<file path="src/rtl/riscv_rf_pkg.sv">
// Shared constants and types for the parametrised RISC-V register file.
// Holds the default geometry and the x0 index used by the datapath.
package riscv_rf_pkg;

  localparam int unsigned XLEN_DEF = 32;
  localparam int unsigned NREG_DEF = 32;
  localparam int unsigned REG_AW   = $clog2(NREG_DEF);

  typedef logic [REG_AW-1:0] reg_idx_t;

  // x0 is hardwired to zero and can never hold an outstanding producer
  localparam int unsigned X0_IDX = 0;

endpackage

</file>
<file path="src/rtl/reg_file_sb_if.sv">
// Bus between decode/writeback and the register file with busy-bit scoreboard.
// No valid/ready handshake: reg_wr, iss_valid and flush are single-cycle strobes sampled every edge, and the read side is purely combinational, so there is no backpressure.
interface reg_file_sb_if #(
  parameter int unsigned XLEN = riscv_rf_pkg::XLEN_DEF,
  parameter int unsigned NREG = riscv_rf_pkg::NREG_DEF,
  parameter int unsigned NRP  = 2
);
  localparam int unsigned AW = $clog2(NREG);

  logic                     reg_wr;
  logic [AW-1:0]            waddr;
  logic [XLEN-1:0]          wdata;
  logic [NRP-1:0][AW-1:0]   raddr;
  logic [NRP-1:0][XLEN-1:0] rdata;
  logic [NRP-1:0]           rd_busy;
  logic                     hazard;
  logic                     iss_valid;
  logic [AW-1:0]            iss_rd;
  logic                     flush;

  modport master (
    output reg_wr, waddr, wdata, raddr, iss_valid, iss_rd, flush,
    input  rdata, rd_busy, hazard
  );

  modport slave (
    input  reg_wr, waddr, wdata, raddr, iss_valid, iss_rd, flush,
    output rdata, rd_busy, hazard
  );

endinterface

</file>
<file path="src/rtl/rf_scoreboard.sv">
// Per-register busy bits: set on issue, cleared on writeback, wiped on flush.
// Also produces the per-read-port busy view used by decode for RAW detection.
module rf_scoreboard
  import riscv_rf_pkg::*;
#(
  parameter  int unsigned NREG   = NREG_DEF,
  parameter  int unsigned NRP    = 2,
  parameter  int unsigned BYPASS = 1,
  localparam int unsigned AW     = $clog2(NREG)
) (
  input  logic                   clk,
  input  logic                   rst_n,
  input  logic                   reg_wr,
  input  logic [AW-1:0]          waddr,
  input  logic                   iss_valid,
  input  logic [AW-1:0]          iss_rd,
  input  logic                   flush,
  input  logic [NRP-1:0][AW-1:0] raddr,
  output logic [NRP-1:0]         rd_busy
);

  localparam logic [AW-1:0] X0 = AW'(X0_IDX);

  logic [NREG-1:0] busy_q;
  logic [NREG-1:0] busy_d;

  // Issue is applied after writeback so a same-cycle set of the same register wins
  always_comb begin
    busy_d = busy_q;
    if (flush) begin
      busy_d = '0;
    end else begin
      if (reg_wr)    busy_d[waddr]  = 1'b0;
      if (iss_valid) busy_d[iss_rd] = 1'b1;
    end
    busy_d[X0] = 1'b0;
  end

  always_ff @(posedge clk or negedge rst_n) begin
    if (!rst_n) busy_q <= '0;
    else        busy_q <= busy_d;
  end

  // A port being fed by the bypass path is not stalled, its value arrives now
  always_comb begin
    rd_busy = '0;
    for (int p = 0; p < NRP; p++) begin
      if (raddr[p] == X0) begin
        rd_busy[p] = 1'b0;
      end else if ((BYPASS != 0) && reg_wr && (waddr == raddr[p])) begin
        rd_busy[p] = 1'b0;
      end else begin
        rd_busy[p] = busy_q[raddr[p]];
      end
    end
  end

endmodule

</file>
<file path="src/rtl/reg_file_sb.sv">
// Parametrised register file with optional write-to-read bypass and an
// integrated busy-bit scoreboard for RAW hazard detection at decode.
module reg_file_sb
  import riscv_rf_pkg::*;
#(
  parameter int unsigned XLEN   = XLEN_DEF,
  parameter int unsigned NREG   = NREG_DEF,
  parameter int unsigned NRP    = 2,
  parameter int unsigned BYPASS = 1
) (
  input logic           clk,
  input logic           rst_n,
  reg_file_sb_if.slave  bus
);

  localparam int unsigned   AW = $clog2(NREG);
  localparam logic [AW-1:0] X0 = AW'(X0_IDX);

  // Flop array with reset so that every entry is cleared, not a RAM macro
  logic [XLEN-1:0] mem_q [NREG];
  logic [XLEN-1:0] mem_d [NREG];

  logic [NRP-1:0][XLEN-1:0] rdata_c;
  logic [NRP-1:0]           rd_busy_c;

  always_comb begin
    mem_d = mem_q;
    if (bus.reg_wr && (bus.waddr != X0)) begin
      mem_d[bus.waddr] = bus.wdata;
    end
  end

  always_ff @(posedge clk or negedge rst_n) begin
    if (!rst_n) mem_q <= '{default: '0};
    else        mem_q <= mem_d;
  end

  always_comb begin
    rdata_c = '0;
    for (int p = 0; p < NRP; p++) begin
      if (bus.raddr[p] == X0) begin
        rdata_c[p] = '0;
      end else if ((BYPASS != 0) && bus.reg_wr && (bus.waddr == bus.raddr[p])) begin
        rdata_c[p] = bus.wdata;
      end else begin
        rdata_c[p] = mem_q[bus.raddr[p]];
      end
    end
  end

  rf_scoreboard #(
    .NREG   (NREG),
    .NRP    (NRP),
    .BYPASS (BYPASS)
  ) u_scoreboard (
    .clk       (clk),
    .rst_n     (rst_n),
    .reg_wr    (bus.reg_wr),
    .waddr     (bus.waddr),
    .iss_valid (bus.iss_valid),
    .iss_rd    (bus.iss_rd),
    .flush     (bus.flush),
    .raddr     (bus.raddr),
    .rd_busy   (rd_busy_c)
  );

  assign bus.rdata   = rdata_c;
  assign bus.rd_busy = rd_busy_c;
  assign bus.hazard  = |rd_busy_c;

endmodule

</file>
<file path="src/flat_wrapper.sv">
// flat-port wrapper written by rule: the top's interface ports become plain ports
module reg_file_sb_flat import riscv_rf_pkg::*;
#(
  parameter int unsigned XLEN   = XLEN_DEF,
  parameter int unsigned NREG   = NREG_DEF,
  parameter int unsigned NRP    = 2,
  parameter int unsigned BYPASS = 1
)
  (clk, rst_n, bus_reg_wr, bus_waddr, bus_wdata, bus_raddr, bus_iss_valid, bus_iss_rd, bus_flush, bus_rdata, bus_rd_busy, bus_hazard);
  reg_file_sb_if #(.XLEN(XLEN), .NREG(NREG), .NRP(NRP)) bus_i ();
  input logic clk;
  input logic rst_n;
  input wire logic [$bits(bus_i.reg_wr)-1:0] bus_reg_wr;
  input wire logic [$bits(bus_i.waddr)-1:0] bus_waddr;
  input wire logic [$bits(bus_i.wdata)-1:0] bus_wdata;
  input wire logic [$bits(bus_i.raddr)-1:0] bus_raddr;
  input wire logic [$bits(bus_i.iss_valid)-1:0] bus_iss_valid;
  input wire logic [$bits(bus_i.iss_rd)-1:0] bus_iss_rd;
  input wire logic [$bits(bus_i.flush)-1:0] bus_flush;
  output wire logic [$bits(bus_i.rdata)-1:0] bus_rdata;
  output wire logic [$bits(bus_i.rd_busy)-1:0] bus_rd_busy;
  output wire logic [$bits(bus_i.hazard)-1:0] bus_hazard;
  assign bus_i.reg_wr = bus_reg_wr;
  assign bus_i.waddr = bus_waddr;
  assign bus_i.wdata = bus_wdata;
  assign bus_i.raddr = bus_raddr;
  assign bus_i.iss_valid = bus_iss_valid;
  assign bus_i.iss_rd = bus_iss_rd;
  assign bus_i.flush = bus_flush;
  assign bus_rdata = bus_i.rdata;
  assign bus_rd_busy = bus_i.rd_busy;
  assign bus_hazard = bus_i.hazard;
  reg_file_sb #(.XLEN(XLEN), .NREG(NREG), .NRP(NRP), .BYPASS(BYPASS)) u_core (.clk(clk), .rst_n(rst_n), .bus(bus_i));
endmodule
</file>
<file path="config.mk">
export PLATFORM = sky130hd
export DESIGN_NAME = reg_file_sb_flat
export DESIGN_NICKNAME = d
export VERILOG_FILES = /design/src/rtl/riscv_rf_pkg.sv /design/src/rtl/reg_file_sb_if.sv /design/src/rtl/rf_scoreboard.sv /design/src/rtl/reg_file_sb.sv /design/src/flat_wrapper.sv
export SDC_FILE = /design/constraint.sdc
export NUM_CORES = 2
export LEC_CHECK = 0
export CORE_MARGIN = 2
export CORE_UTILIZATION = 44
export CTS_BUF_LIST = sky130_fd_sc_hd__clkbuf_2
export DETAILED_ROUTE_END_ITERATION = 7
export GPL_TIMING_DRIVEN = 0
export SYNTH_ARGS = -nofsm -noshare
export SYNTH_HDL_FRONTEND = slang
export SYNTH_SLANG_ARGS = --single-unit
</file>
<file path="constraint.sdc">
create_clock -name clk -period 5.15 [get_ports clk]
set_input_delay 1.545 -clock clk [delete_from_list [all_inputs] [get_ports clk]]
set_output_delay 1.545 -clock clk [all_outputs]
set_load 0.005 [all_outputs]
</file>
==> results.md <==
- Detail Route Antenna Nets: 0
- WP data required: 3.61 ns
- Clk pin slew, worst setup/hold paths: ~0.1 ns
- Dpl hpwl: 141 mm
- WP data arrival: between 3 and 4 ns
- Number of cells after detailed placement: approximately 5,300
- Fin util: between 50% and 60%
- Layout net count: between 4,000 and 5,000
- Drt drc: 0
- Layout Cells excl Fill: around 6,100
- Status: finished, violations left
- Clk pwr share: 27.0%
- Root buffer cell: clkbuf_2
- Seq/Total Area, Yosys: a little under half
- Seq pwr share: 47.0%
- Area growth syn-to-layout: 18.4%
- GR Util met2: around 50%
- Initial core utilization: between 40 and 50%
- Synth unique cells: 57
- RSZ-0062 raised after global routing: true
- WL per Instance: 36.7 um
- Synth Instances: 3,549
- Slew Limit Fails: 11
- Crit-path max FO: 8
- DR vias: between 40,000 and 50,000
- Switching pwr: between 0.007 and 0.008 W
- Clk sink count: approximately 1,100
- Port Buffers: ~110
- Number of flops mapped to enable cells by yosys: 0
- Die H: between 300 and 400 um
- CTS Buffer Depth: 4
- Fin worst setup slack: -0.261 ns
- I/O pin total: around 120
- FP Rows: roughly 130
- Max rail drop VDD: between 200 and 250 uV
- Vias in the first global route: 40,900
- Met3 GRT Util: between 10% and 20%
- Cts bufs inserted: slightly above 300
- Die area: between 100,000 and 150,000 sq um
- Setup violations, final: 62
- Crit path kind: in2out
- Pin count of the biggest net entering global routing: approximately 170
- Min-delay worst type: in2async
- Main synth FF type: dfrtp_1
- Synth warn: 0
- Failing checks: capacitance limit, slew limit, setup timing
- Switching part of the total: a little under a third
- Net Count, Synth: around 3,600
- Post-Place Worst Slack: -3.20 ns
- Met1 usage: a little under half
- Max cap viols: 2
- Initial antenna violation count: 13
- PD cells: 346 nW/um^2
- Worst clock skew: 0 ns
- Type of destination of the critical path: output pin
- CTS tree: done
- Dominant cell type by area after synthesis: dfrtp_1
- Synthesized area per cell: 16.0 sq um
- Slew @ Worst Pin: 1.52 ns
- Hold_ws: between 0.4 and 0.5 ns
- Mapped Area: about 57,000 sq um
- RePlAce Congestion: 0.903
- Clk Latency, worst-skew pair: about 1.7 ns
- Worst Setup Start Kind: primary input
- P_leak: slightly below 30 nW
- Core Area: about 130,000 sq um
- Combinational share of power: 26.1%
- Starting DRT DRC Count: a little over 5,000
- Yosys reg bits: about 1,100
- Filler Cell Count: about 11,000
- Final period util: 105%
- H-tree lvl count: 5
- Final wirelength: approximately 220 mm
- Die Width: roughly 360 um
- Leading post-synthesis cells by cell area: dfrtp_1 (47%), mux4_2 (25%), mux2_2 (20%)
- Synth top area share: about 47%
- Relative slew margins: -1.57%
- Vias per inst: around 6.7
- Share of post-route cells with drive strength above 1: between 60% and 70%
- Setup TNS: -7.78 ns
- First-pass GRT wire length: 309 mm
- Minimum clock period: between 5 and 6 ns
- DRT Pass-1 Iters: 6
- P_int: between 0.015 and 0.02 W
- Final Hold Viols: 0
- Busiest grt layer: met2
- Post-synth ARST share: 100%
- Highest clock rate: 185 MHz
- Total grt overflow: 0
- Total GRT Usage: between 30% and 40%
## registers in the layout, indices dropped and copies added (netlist names)
register	flops
u_core.u_scoreboard.busy_q	31
u_core.mem_q	1024
## logic make-up after synthesis
kind of cell           after synthesis  synth area share, %
buffers and inverters              416                 3.31
multiplexers                      1675                 45.6
XOR/XNOR                            10                0.155
flip-flops                        1055                 46.6
AO/OA/AOI/OAI                      204                 2.63
AND/OR/NAND/NOR                    189                 1.68
## layout by cell type, fill, tap and decap left out, drive strengths merged, types with 4 or more instances in the layout
| cell | Yosys | layout |
|---|---|---|
| nor2b | 23 | 23 |
| o21ai | 32 | 32 |
| nor3b | 8 | 8 |
| inv | 2 | 11 |
| o22ai | 6 | 6 |
| or2 | 6 | 6 |
| xnor2 | 8 | 8 |
| a22o | 29 | 29 |
| a221oi | 6 | 6 |
| nand3b | 4 | 4 |
| mux2i | 47 | 47 |
| o211ai | 6 | 6 |
| buf | 192 | 476 |
| nand3 | 10 | 10 |
| nor2 | 51 | 51 |
| nor3 | 5 | 5 |
| nand4 | 4 | 4 |
| diode | 0 | 14 |
| and3 | 9 | 9 |
| mux4 | 624 | 624 |
| clkdlybuf4s50 | 0 | 39 |
| a211oi | 8 | 8 |
| mux2 | 1004 | 1004 |
| clkinv | 2 | 54 |
| a21oi | 29 | 29 |
| dfrtp | 1055 | 1055 |
| nand2 | 52 | 52 |
| a221o | 25 | 25 |
| a22oi | 21 | 21 |
| clkbuf | 220 | 677 |
| a21o | 28 | 28 |
## timing repair
| action | in CTS | in global routing |
|---|---|---|
| pin swaps | 86 | 36 |
| hold buffers | 1 | 0 |
| endpoints found under the setup margin | 67 | 64 |
| resized for setup | 948 | 74 |
| endpoints found under the hold margin | 129 | 0 |
| buffers inserted | 171 | 40 |
| cloned | 7 | 6 |
## per-layer routing
layer	vias up	routed length, um	part of all wire [%]
met5	-	115	0.052
met2	2607	98200	44
met4	6	12500	5.6
met3	630	25500	11
met1	21800	86800	39
li1	15400	-	-
## cells in the mapped netlist, types with 28 or more instances
library cell and instances:
clkbuf_1 220, o21ai_0 31, a21o_1 28, buf_2 98, a21oi_1 29, buf_1 65, nor2_1 51, a22o_1 29
mux4_2 624, nand2_1 52, mux2_2 1004, mux2i_1 47, dfrtp_1 1055
## power groups by stage
stage | registers (W) | logic, W | clock network, W
floorplan | 0.0106 | 0.00386 | 0
global placement | 0.0110 | 0.00538 | 0
detailed placement | 0.0110 | 0.00549 | 0
CTS | 0.0108 | 0.00589 | 0.00631
global route | 0.0111 | 0.00633 | 0.00679
finish | 0.0109 | 0.00605 | 0.00626
## critical path, cell delays in order
cell     delay, ns
buf_16        0.12
buf_12        0.14
buf_12        0.11
buf_16        0.12
buf_8         0.12
mux4_2        0.56
mux4_2        0.54
a221o_1       0.43
buf_2         0.16
## per-stage QoR
step                      instance area (sq um)  power (W)
final                                     67100     0.0232
after global routing                      67000     0.0242
after CTS                                 66400     0.0230
after detailed placement                  60100     0.0165
after global placement                    59800     0.0164
after floorplan                           56600     0.0145
## worst paths after layout
path                                          startpoint                            end  slack, ns  cells past startpoint
min                                                rst_n  u_core.mem_q[693]$_DFFE_PN0P_       0.49                      2
max reg2reg                u_core.mem_q[536]$_DFFE_PN0P_  u_core.mem_q[536]$_DFFE_PN0P_       4.05                      4
min reg2reg                u_core.mem_q[997]$_DFFE_PN0P_  u_core.mem_q[997]$_DFFE_PN0P_       0.49                      1
max                                         bus_raddr[5]                  bus_rdata[44]      -0.26                      9
max in group asynchronous                          rst_n  u_core.mem_q[346]$_DFFE_PN0P_       2.72                      4
min in group clk           u_core.mem_q[997]$_DFFE_PN0P_  u_core.mem_q[997]$_DFFE_PN0P_       0.49                      1
## area by class of cell
cell class	count	area, sq um	share of cell area (%)
inverter	4	23.8	0.0354
multi-input combinational	2078	28800	43.0
buffer	403	3590	5.35
sequential	1055	26400	39.4
timing repair buffer	343	3530	5.26
clock buffer	452	2260	3.37
tap	1662	2080	3.10
clock inverter	64	297	0.442
antenna	14	35.0	0.0522
No activity file was read; power rests on OpenSTA's default activity.
